--- src/rtl/cordic_controller_if.sv ---
// Request, angle-scaler, iteration-datapath and result signals of the CORDIC controller.
// master = controller side, slave = surrounding datapath/environment side.
interface cordic_controller_if #(
    parameter int DATA_WIDTH = 32
);
    logic                  in_valid;
    logic [DATA_WIDTH-1:0] in_angle;
    logic                  in_ready;

    logic                  scaler_clk_en;
    logic [DATA_WIDTH-1:0] scaler_angle;
    logic [DATA_WIDTH-1:0] scaler_scaled;
    logic                  scaler_sign;
    logic                  scaler_done;

    logic                  iter_load;
    logic [DATA_WIDTH-1:0] iter_angle;
    logic                  iter_en;
    logic [5:0]            iter_index;
    logic [DATA_WIDTH-1:0] iter_x;
    logic [DATA_WIDTH-1:0] iter_y;

    logic                  out_valid;
    logic                  out_ready;
    logic [DATA_WIDTH-1:0] out_cos;
    logic [DATA_WIDTH-1:0] out_sin;
    logic                  out_error;
    logic                  busy;

    modport master (
        input  in_valid, in_angle, scaler_scaled, scaler_sign, scaler_done,
               iter_x, iter_y, out_ready,
        output in_ready, scaler_clk_en, scaler_angle, iter_load, iter_angle,
               iter_en, iter_index, out_valid, out_cos, out_sin, out_error, busy
    );

    modport slave (
        output in_valid, in_angle, scaler_scaled, scaler_sign, scaler_done,
               iter_x, iter_y, out_ready,
        input  in_ready, scaler_clk_en, scaler_angle, iter_load, iter_angle,
               iter_en, iter_index, out_valid, out_cos, out_sin, out_error, busy
    );
endinterface

--- src/rtl/cordic_controller.sv ---
// CORDIC sequencer: scale -> load -> ITERATIONS micro-rotations -> capture; ITERATIONS+3 edges accept-to-valid.
// One request in flight; in_ready only in IDLE, result held until out_ready; scaler stall bounded by SCALE_TIMEOUT.
module cordic_controller #(
    parameter int DATA_WIDTH    = 32,
    parameter int ITERATIONS    = 16,
    parameter int SCALE_TIMEOUT = 64
) (
    input  logic                clk,
    input  logic                rst,
    cordic_controller_if.master bus
);
    typedef enum logic [2:0] {
        S_IDLE,
        S_SCALE,
        S_LOAD,
        S_ITERATE,
        S_CAPTURE,
        S_OUT
    } state_t;

    localparam int             TW       = $clog2(SCALE_TIMEOUT + 1);
    localparam logic [TW-1:0]  TMO_LAST = TW'(SCALE_TIMEOUT - 1);
    localparam logic [TW-1:0]  TMO_ONE  = TW'(1);
    localparam logic [5:0]     IDX_LAST = 6'(ITERATIONS - 1);

    state_t                state_q, state_d;
    logic [DATA_WIDTH-1:0] angle_q, angle_d;
    logic [DATA_WIDTH-1:0] scaled_q, scaled_d;
    logic                  sign_q, sign_d;
    logic [5:0]            idx_q, idx_d;
    logic [TW-1:0]         tmo_q, tmo_d;
    logic [DATA_WIDTH-1:0] cos_q, cos_d;
    logic [DATA_WIDTH-1:0] sin_q, sin_d;
    logic                  err_q, err_d;

    always_ff @(posedge clk) begin
        if (rst) begin
            state_q  <= S_IDLE;
            angle_q  <= '0;
            scaled_q <= '0;
            sign_q   <= 1'b1;
            idx_q    <= '0;
            tmo_q    <= '0;
            cos_q    <= '0;
            sin_q    <= '0;
            err_q    <= 1'b0;
        end else begin
            state_q  <= state_d;
            angle_q  <= angle_d;
            scaled_q <= scaled_d;
            sign_q   <= sign_d;
            idx_q    <= idx_d;
            tmo_q    <= tmo_d;
            cos_q    <= cos_d;
            sin_q    <= sin_d;
            err_q    <= err_d;
        end
    end

    always_comb begin
        state_d  = state_q;
        angle_d  = angle_q;
        scaled_d = scaled_q;
        sign_d   = sign_q;
        idx_d    = idx_q;
        tmo_d    = tmo_q;
        cos_d    = cos_q;
        sin_d    = sin_q;
        err_d    = err_q;

        unique case (state_q)
            S_IDLE: begin
                if (bus.in_valid) begin
                    angle_d = bus.in_angle;
                    tmo_d   = '0;
                    state_d = S_SCALE;
                end
            end
            S_SCALE: begin
                // A done arriving on the final allowed cycle still counts as success.
                if (bus.scaler_done) begin
                    scaled_d = bus.scaler_scaled;
                    sign_d   = bus.scaler_sign;
                    idx_d    = '0;
                    state_d  = S_LOAD;
                end else if (tmo_q == TMO_LAST) begin
                    err_d   = 1'b1;
                    cos_d   = '0;
                    sin_d   = '0;
                    state_d = S_OUT;
                end else begin
                    tmo_d = tmo_q + TMO_ONE;
                end
            end
            S_LOAD: begin
                idx_d   = '0;
                state_d = S_ITERATE;
            end
            S_ITERATE: begin
                if (idx_q == IDX_LAST) begin
                    idx_d   = '0;
                    state_d = S_CAPTURE;
                end else begin
                    idx_d = idx_q + 6'd1;
                end
            end
            S_CAPTURE: begin
                // Negative sign from the scaler folds the angle into the opposite half-plane.
                cos_d   = sign_q ? bus.iter_x : -bus.iter_x;
                sin_d   = sign_q ? bus.iter_y : -bus.iter_y;
                err_d   = 1'b0;
                state_d = S_OUT;
            end
            S_OUT: begin
                if (bus.out_ready) begin
                    state_d = S_IDLE;
                end
            end
            default: state_d = S_IDLE;
        endcase
    end

    assign bus.in_ready      = (state_q == S_IDLE) && !rst;
    assign bus.busy          = (state_q != S_IDLE);
    assign bus.scaler_clk_en = (state_q == S_SCALE);
    assign bus.scaler_angle  = angle_q;
    assign bus.iter_load     = (state_q == S_LOAD);
    assign bus.iter_angle    = scaled_q;
    assign bus.iter_en       = (state_q == S_ITERATE);
    assign bus.iter_index    = idx_q;
    assign bus.out_valid     = (state_q == S_OUT);
    assign bus.out_cos       = cos_q;
    assign bus.out_sin       = sin_q;
    assign bus.out_error     = err_q;
endmodule

--- src/flat_wrapper.sv ---
// flat-port wrapper written by rule: the top's interface ports become plain ports
module cordic_controller_flat 
#(
    parameter int DATA_WIDTH    = 32,
    parameter int ITERATIONS    = 16,
    parameter int SCALE_TIMEOUT = 64
)
  (clk, rst, bus_in_valid, bus_in_angle, bus_scaler_scaled, bus_scaler_sign, bus_scaler_done, bus_iter_x, bus_iter_y, bus_out_ready, bus_in_ready, bus_scaler_clk_en, bus_scaler_angle, bus_iter_load, bus_iter_angle, bus_iter_en, bus_iter_index, bus_out_valid, bus_out_cos, bus_out_sin, bus_out_error, bus_busy);
  cordic_controller_if #(.DATA_WIDTH(DATA_WIDTH)) bus_i ();
  input  logic clk;
  input  logic rst;
  input wire logic [$bits(bus_i.in_valid)-1:0] bus_in_valid;
  input wire logic [$bits(bus_i.in_angle)-1:0] bus_in_angle;
  input wire logic [$bits(bus_i.scaler_scaled)-1:0] bus_scaler_scaled;
  input wire logic [$bits(bus_i.scaler_sign)-1:0] bus_scaler_sign;
  input wire logic [$bits(bus_i.scaler_done)-1:0] bus_scaler_done;
  input wire logic [$bits(bus_i.iter_x)-1:0] bus_iter_x;
  input wire logic [$bits(bus_i.iter_y)-1:0] bus_iter_y;
  input wire logic [$bits(bus_i.out_ready)-1:0] bus_out_ready;
  output wire logic [$bits(bus_i.in_ready)-1:0] bus_in_ready;
  output wire logic [$bits(bus_i.scaler_clk_en)-1:0] bus_scaler_clk_en;
  output wire logic [$bits(bus_i.scaler_angle)-1:0] bus_scaler_angle;
  output wire logic [$bits(bus_i.iter_load)-1:0] bus_iter_load;
  output wire logic [$bits(bus_i.iter_angle)-1:0] bus_iter_angle;
  output wire logic [$bits(bus_i.iter_en)-1:0] bus_iter_en;
  output wire logic [$bits(bus_i.iter_index)-1:0] bus_iter_index;
  output wire logic [$bits(bus_i.out_valid)-1:0] bus_out_valid;
  output wire logic [$bits(bus_i.out_cos)-1:0] bus_out_cos;
  output wire logic [$bits(bus_i.out_sin)-1:0] bus_out_sin;
  output wire logic [$bits(bus_i.out_error)-1:0] bus_out_error;
  output wire logic [$bits(bus_i.busy)-1:0] bus_busy;
  assign bus_i.in_valid = bus_in_valid;
  assign bus_i.in_angle = bus_in_angle;
  assign bus_i.scaler_scaled = bus_scaler_scaled;
  assign bus_i.scaler_sign = bus_scaler_sign;
  assign bus_i.scaler_done = bus_scaler_done;
  assign bus_i.iter_x = bus_iter_x;
  assign bus_i.iter_y = bus_iter_y;
  assign bus_i.out_ready = bus_out_ready;
  assign bus_in_ready = bus_i.in_ready;
  assign bus_scaler_clk_en = bus_i.scaler_clk_en;
  assign bus_scaler_angle = bus_i.scaler_angle;
  assign bus_iter_load = bus_i.iter_load;
  assign bus_iter_angle = bus_i.iter_angle;
  assign bus_iter_en = bus_i.iter_en;
  assign bus_iter_index = bus_i.iter_index;
  assign bus_out_valid = bus_i.out_valid;
  assign bus_out_cos = bus_i.out_cos;
  assign bus_out_sin = bus_i.out_sin;
  assign bus_out_error = bus_i.out_error;
  assign bus_busy = bus_i.busy;
  cordic_controller #(.DATA_WIDTH(DATA_WIDTH), .ITERATIONS(ITERATIONS), .SCALE_TIMEOUT(SCALE_TIMEOUT)) u_core (.clk(clk), .rst(rst), .bus(bus_i));
endmodule
--- config.mk ---
export PLATFORM = sky130hd
export DESIGN_NAME = cordic_controller_flat
export DESIGN_NICKNAME = d
export VERILOG_FILES = /design/src/rtl/cordic_controller_if.sv /design/src/rtl/cordic_controller.sv /design/src/flat_wrapper.sv
export SDC_FILE = /design/constraint.sdc
export NUM_CORES = 1
export LEC_CHECK = 0
export CAP_MARGIN = 30
export CORE_ASPECT_RATIO = 0.9
export CORE_MARGIN = 10
export CORE_UTILIZATION = 40
export CTS_BUF_LIST = sky130_fd_sc_hd__clkbuf_2 sky130_fd_sc_hd__clkbuf_4 sky130_fd_sc_hd__clkbuf_8
export CTS_CLUSTER_SIZE = 12
export DETAILED_ROUTE_END_ITERATION = 10
export PLACE_DENSITY = 0.85
export SYNTH_ARGS = -nofsm -noshare
export SYNTH_HDL_FRONTEND = slang
export SYNTH_SLANG_ARGS = --single-unit
--- constraint.sdc ---
create_clock -name clk -period 1.68 [get_ports clk]
set_input_delay 0.336 -clock clk [delete_from_list [all_inputs] [get_ports clk]]
set_output_delay 0.336 -clock clk [all_outputs]
set_load 0.03 [all_outputs]
==> key figures, run 1 <==
Logic synthesis
  – Mapped Nets: 967
  – Syn. warnings: 0
  – EDFF count, synth: 0
  – Sequential share of the synthesized area: 44.8%
  – Post-synth top area share: 44.8%
  – Largest area contributor in the netlist: dfxtp_1
  – Top FF cell, synth: dfxtp_1
  – Largest cells by area after synthesis: dfxtp_1 45%, nand2_1 12%, a21oi_1 7.4%
  – FF+latch count, synth: 146
  – Syn Std Cell Area: 6530 um2
  – Synth top cells by count: 201 x nand2_1, 146 x dfxtp_1, 96 x a21oi_1
  – Synth unique cells: 48
  – FFs w/ async S/R, synth: 0%
  – Average size of a mapped cell: 7.87 um2
  – Synthesized instance count: 829
  – Most frequent cell after synthesis: nand2_1

Outcome
  – Failing checks: negative setup slack
  – Status: complete, but fails checks

STA
  – Final Critical Period: 1800 ps
  – Ratio of final minimum period to clock period: 107%
  – Max Clock Skew: 16.4 ps
  – Final WS setup: -119 ps
  – RSZ-0062 raised after global routing: true
  – # setup viols final: 61
  – Worst slew margin: 69.6%
  – Final Hold Fails: 0
  – Max Slew Vio Count: 0
  – Worst Tran Pin Value: 456 ps
  – FMAX: 0.556 GHz
  – Hold slack: 260 ps

Route
  – WL final: 28300 um
  – DRC viols: 0
  – DR iter-0 viols: 411
  – Vias: 7791
  – Vias/cell: 5.31
  – 1st-pass router iterations: 5
  – WL/cell: 19.3 um
  – Post-route ant nets: 0

CTS
  – CTS tree: built
  – Clk root buf: clkbuf_8
  – Reg clk slew, reported paths: 90 ps
  – CTS Sinks: 146
  – Clock buffer depth: 2
  – Clk_lat worst skew: 460 ps
  – CTS Hold Buffers Added: 0
  – H-tree depth reported by CTS: 4
  – CTS Buf Count: 17

Power and ir drop
  – Combinational power share: 33.0%
  – Internal power: 6400 uW
  – Sw Share: 34.8%
  – Overall power: 9820 uW
  – Worst VDD drop: 0.763 mV
  – Clock share of power: 27.6%
  – Net switching power: 3420 uW
  – Leak: 0.00548 uW
  – Power Density: 824 nW/um2
  – Flop pwr share: 39.4%

Worst setup path
  – Crit Reg-Reg Endpoint: u_core.tmo_q[4]
  – Critical Path Fanout Max: 6
  – Crit path DAT: 2140 ps
  – Worst setup SP type: flip-flop
  – Worst Setup SP: u_core.tmo_q[1]
  – CP Capture Point: u_core.tmo_q[4]
  – CP Data Required Time: 2020 ps
  – FF-to-FF Start: u_core.tmo_q[1]
  – CP endpoint kind: flip-flop
  – Worst Path Class, Setup: reg -> reg
  – Reg2reg setup slack: -120 ps
  – R2R cell count: 8

Floorplanning
  – Rows: 44
  – # IOs: 275
  – Die Ht: 141 um
  – Die area: 21800 um2
  – Initial core utilization: 40.6%
  – Die W: 155 um
  – Core area: 16100 um2

GRT
  – Grt ovf: 0
  – Total GRT Usage: 22.1%
  – Initial antenna violation count: 2
  – Largest net degree at the start of global routing: 34
  – First-pass GRT wire length: 39100 um
  – Vias in the first global route: 7633

Layout
  – Ant diodes: 0
  – Layout Cells excl Fill: 1466
  – Layout area overhead: 82.5%
  – Layout cells sized above 1: 29.9%
  – # nets final: 1385

Placement
  – Routability congestion estimate: 0.904
  – Post-DP HPWL: 19000 um
  – Placed insts: 1403
  – Port Buffers: 274

Job
  – Max-Cap Viols: 0

Worst hold path
  – Class of the worst hold path: in -> reg
[worst max-delay path: stages (launching register included)]
cell      delay (ps)
dfxtp_2          340
ha_4             160
nor2b_4          130
buf_6            110
a2111o_1         460
nand2_4          160
nand4_1          100
xor2_1           160
nor2_1            70
[power by group through the flow]
stage	registers (uW)	logic [uW]	clock network, uW
finish	3870	3240	2710
global route	3900	3440	2900
CTS	3840	2910	2750
detailed placement	3920	2840	0
global placement	3900	2790	0
floorplan	4320	955	0
[cell families after synthesis]
group	count (synthesis)	synth area share, %
DFF	146	44.8
buffers and inverters	65	4.03
and+or+nand+nor	354	25.0
muxes	2	0.345
AOI/OAI and AO/OA	192	16.2
adders and majority gates	4	0.767
xor gates and xnor gates	66	8.86
[registers in the layout, summed over array words and instances, names as in the netlist]
name and flops:
u_core.bus.iter_angle 32, u_core.bus.iter_index 6, u_core.bus.out_cos 32, u_core.bus.out_error 1, u_core.bus.out_sin 32, u_core.bus.scaler_angle 32
u_core.sign_q 1, u_core.state_q 3, u_core.tmo_q 7
[what timing repair did]
action / in CTS / in global routing
buffers inserted: 14 / 17
pin swaps: 19 / 95
resized for setup: 205 / 217
gates cloned: 3 / 3
endpoints found under the setup margin: 214 / 68
[per-stage QoR]
stage	util [%]	setup TNS (ps)	area [um2]	setup slack, ps
floorplan	-	-38.6	6540	-23.2
global placement	65.3	-33590	10500	-588
detailed placement	65.3	-38330	10500	-664
CTS	69.2	-595	11100	-142
global route	74.1	-6080	11900	-189
finish	74.1	-1950	11900	-119
[placed cells by master, fill, tap and decap left out, types with 14 or more instances in the layout]
master           netlist  routed
dlygate4sd2_1          0     129
clkbuf_8               0      18
nand2_2                0      39
nand2_4                0      17
a21oi_1               96      89
xnor2_1               54      53
o21ai_2                0      17
dfxtp_1              146     138
buf_4                  0     143
nor3_1                21      15
nand2_1              201     144
dlymetal6s2s_1         0      24
nor2_1                77      67
buf_6                  0      14
buf_12                 0      14
clkdlybuf4s50_1        0     107
o21ai_1               14      36
[area by class of cell]
type	instances	area (um2)
Sequential cell	146	2940
Multi-Input combinational cell	619	4050
Inverter	18	67.6
Clock inverter	13	125
Tap cell	207	259
Timing Repair Buffer	445	4220
Fill cell	1075	4160
Clock buffer	18	248
[worst min-delay path by stage]
stage                                   endpoint       startpoint  slack (ps)  cells after the start
after floorplan                  u_core.tmo_q[6]  u_core.tmo_q[6]         410                      2
after global placement           u_core.tmo_q[6]  u_core.tmo_q[6]         420                      2
after detailed placement         u_core.tmo_q[6]  u_core.tmo_q[6]         440                      2
after CTS                      u_core.state_q[2]              rst         390                      4
after global routing      u_core.bus.out_cos[17]   bus_iter_x[17]         260                      3
final                      u_core.bus.out_sin[7]    bus_iter_y[7]         260                      3
[layer usage]
metal | GRT usage, % | routed length [um] | vias to the layer above
met3 | 10.5 | 3280 | 90
met4 | 7.00 | 866 | 4
li1 | - | - | 3636
met2 | 37.8 | 13900 | 423
met5 | 0 | 28 | -
met1 | 23.4 | 10200 | 3638
(Power assumes the default switching activity.)
==> run 2, diff against run 1 <==
Settings changed: CELL_PAD_IN_SITES_DETAIL_PLACEMENT set to 2, CELL_PAD_IN_SITES_GLOBAL_PLACEMENT set to 2, CORE_UTILIZATION 40 to 21, PLACE_DENSITY 0.85 to 0.83.
==> run 2 against run 1 <==
Net effect: the run still ends with negative setup slack left; wire length up 42%; clock power up 22%; cell count up 16%; sequential share of layout area down 1.7 points; global-route usage down 4.4 points; via count up 2.8%; fmax down 5.3%; sequential power about the same; sequential cell count unchanged; total power up 10%; design area up 7.3%; register-to-register slack worse by 60 ps.
==> key figures, run 2 (synthesized netlist as in run 1, its figures left out) <==
Outcome
  – Status: complete, but fails checks (unchanged)
  – Failing checks: negative setup slack (unchanged)

Power and ir drop
  – Clock share of power: 30.7% (was 27.6%)
  – Flop pwr share: 36.0% (was 39.4%)
  – Combinational power share: 33.4% (was 33.0%)
  – Worst VDD drop: 0.527 mV (was 0.763 mV)
  – Sw Share: 35.8% (was 34.8%)
  – Power Density: 846 nW/um2 (was 824 nW/um2)
  – Net switching power: 3870 uW (was 3420 uW)
  – Leak: 0.00575 uW (was 0.00548 uW)
  – Internal power: 6930 uW (was 6400 uW)

Floorplanning
  – Die W: 206 um (was 155 um)
  – Core area: 30800 um2 (was 16100 um2)
  – Initial core utilization: 21.2% (was 40.6%)
  – Rows: 61 (was 44)
  – Die area: 38500 um2 (was 21800 um2)
  – # IOs: 275 (unchanged)
  – Die Ht: 187 um (was 141 um)

CTS
  – H-tree depth reported by CTS: 4 (unchanged)
  – CTS Sinks: 146 (unchanged)
  – CTS Hold Buffers Added: 0 (unchanged)
  – Clock buffer depth: 2 (unchanged)
  – CTS tree: built (unchanged)
  – CTS Buf Count: 17 (unchanged)
  – Reg clk slew, reported paths: 100 ps (was 90 ps)
  – Clk root buf: clkbuf_8 (unchanged)
  – Clk_lat worst skew: 490 ps (was 460 ps)

GRT
  – First-pass GRT wire length: 53200 um (was 39100 um)
  – Initial antenna violation count: 1 (was 2)
  – Largest net degree at the start of global routing: 47 (was 34)
  – Grt ovf: 0 (unchanged)
  – Total GRT Usage: 17.7% (was 22.1%)
  – Vias in the first global route: 8863 (was 7633)

Layout
  – Layout area overhead: 95.8% (was 82.5%)
  – Commonest non-fill, non-tap cell in the layout: buf_4 (was nand2_1)
  – Most frequent cells in the layout: 153 x buf_4, 141 x nand2_1, 140 x dfxtp_1 (was 144 x nand2_1, 143 x buf_4, 138 x dfxtp_1)
  – # nets final: 1410 (was 1385)
  – Layout cells sized above 1: 35.8% (was 29.9%)
  – Layout Cells excl Fill: 1695 (was 1466)

Worst setup path
  – CP endpoint kind: flip-flop (unchanged)
  – CP Data Required Time: 2060 ps (was 2020 ps)
  – Crit path DAT: 2280 ps (was 2140 ps)
  – Worst Path Class, Setup: in -> reg (was reg -> reg)
  – Worst setup SP type: primary input (was flip-flop)
  – Critical Path Fanout Max: 3 (was 6)

STA
  – Max Clock Skew: 17.5 ps (was 16.4 ps)
  – Final Hold Fails: 0 (unchanged)
  – Hold slack: 228 ps (was 260 ps)
  – RSZ-0062 raised after global routing: true (unchanged)
  – Final WS setup: -220 ps (was -119 ps)
  – Max Slew Vio Count: 0 (unchanged)
  – Worst Tran Pin Value: 385 ps (was 456 ps)
  – # setup viols final: 67 (was 61)
  – Worst slew margin: 74.2% (was 69.6%)
  – FMAX: 0.526 GHz (was 0.556 GHz)
  – Final Critical Period: 1900 ps (was 1800 ps)
  – Ratio of final minimum period to clock period: 113% (was 107%)

Worst hold path
  – Class of the worst hold path: in -> reg (unchanged)

Route
  – Post-route ant nets: 0 (unchanged)
  – Vias: 8012 (was 7791)
  – DR iter-0 viols: 246 (was 411)
  – WL final: 40300 um (was 28300 um)
  – Vias/cell: 4.73 (was 5.31)
  – DRC viols: 0 (unchanged)
  – WL/cell: 23.8 um (was 19.3 um)
  – 1st-pass router iterations: 4 (was 5)

Placement
  – Routability congestion estimate: 0.787 (was 0.904)
  – Post-DP HPWL: 24700 um (was 19000 um)
  – Placed insts: 1605 (was 1403)
  – Port Buffers: 274 (unchanged)

Job
  – Max-Cap Viols: 0 (unchanged)
run 2: cell type report:
class,count,area [um2]
Sequential cell,146,2940
Timing Repair Buffer,470,4490
Clock inverter,14,203
Fill cell,3324,18000
Multi-Input combinational cell,619,4330
Tap cell,409,512
Antenna cell,1,2.50
Clock buffer,18,241
Inverter,18,67.6
run 2: worst max-delay path, stage by stage:
cell             delay (ps)
clkdlybuf4s50_1         460
nor2_1                  270
nand2_1                 250
nor4_4                  280
buf_4                   210
a21oi_1                  90
xnor2_1                 280
o21ai_4                 100
run 2: path summary, 6_finish.rpt:
check	start	endpoint	slack [ps]	cells after the start
hold reg to reg	u_core.bus.iter_angle[22]	u_core.bus.iter_angle[22]	460	2
hold / removal	bus_iter_x[10]	u_core.bus.out_cos[10]	230	3
setup reg to reg	u_core.tmo_q[0]	u_core.state_q[2]	-180	8
setup / recovery	bus_iter_y[21]	u_core.bus.out_sin[26]	-220	8
run 2: metrics by stage:
step                      setup TNS (ps)  instance area (um2)  setup slack [ps]  total power (uW)  util (%)
after global placement            -41630                10800              -609              6790      35.0
after CTS                          -3000                11800              -225             10400      38.3
after global routing              -11470                12800              -276             11300      41.5
after floorplan                    -38.6                 6540             -23.2              5270         -
after detailed placement          -49450                10800              -881              6900      35.0
final                              -5270                12800              -220             10800      41.5
run 2: what timing repair did:
action / CTS / global route
gates resized for setup: 320 / 232
pin swaps: 52 / 74
gates cloned: 4 / 4
setup endpoints to repair: 213 / 91
buffers inserted: 28 / 26
run 2: metal layers:
metal | GRT usage [%] | wire (um)
met5 | 0 | 12
met3 | 7.17 | 3370
met4 | 3.90 | 1030
met2 | 31.7 | 20700
met1 | 18.9 | 15200
run 2: power groups by stage:
stage	Combinational [uW]	Sequential (uW)	Clock, uW
finish	3600	3890	3310
global route	3830	3920	3580
CTS	3180	3850	3410
detailed placement	2980	3920	0
global placement	2890	3900	0
floorplan	955	4320	0
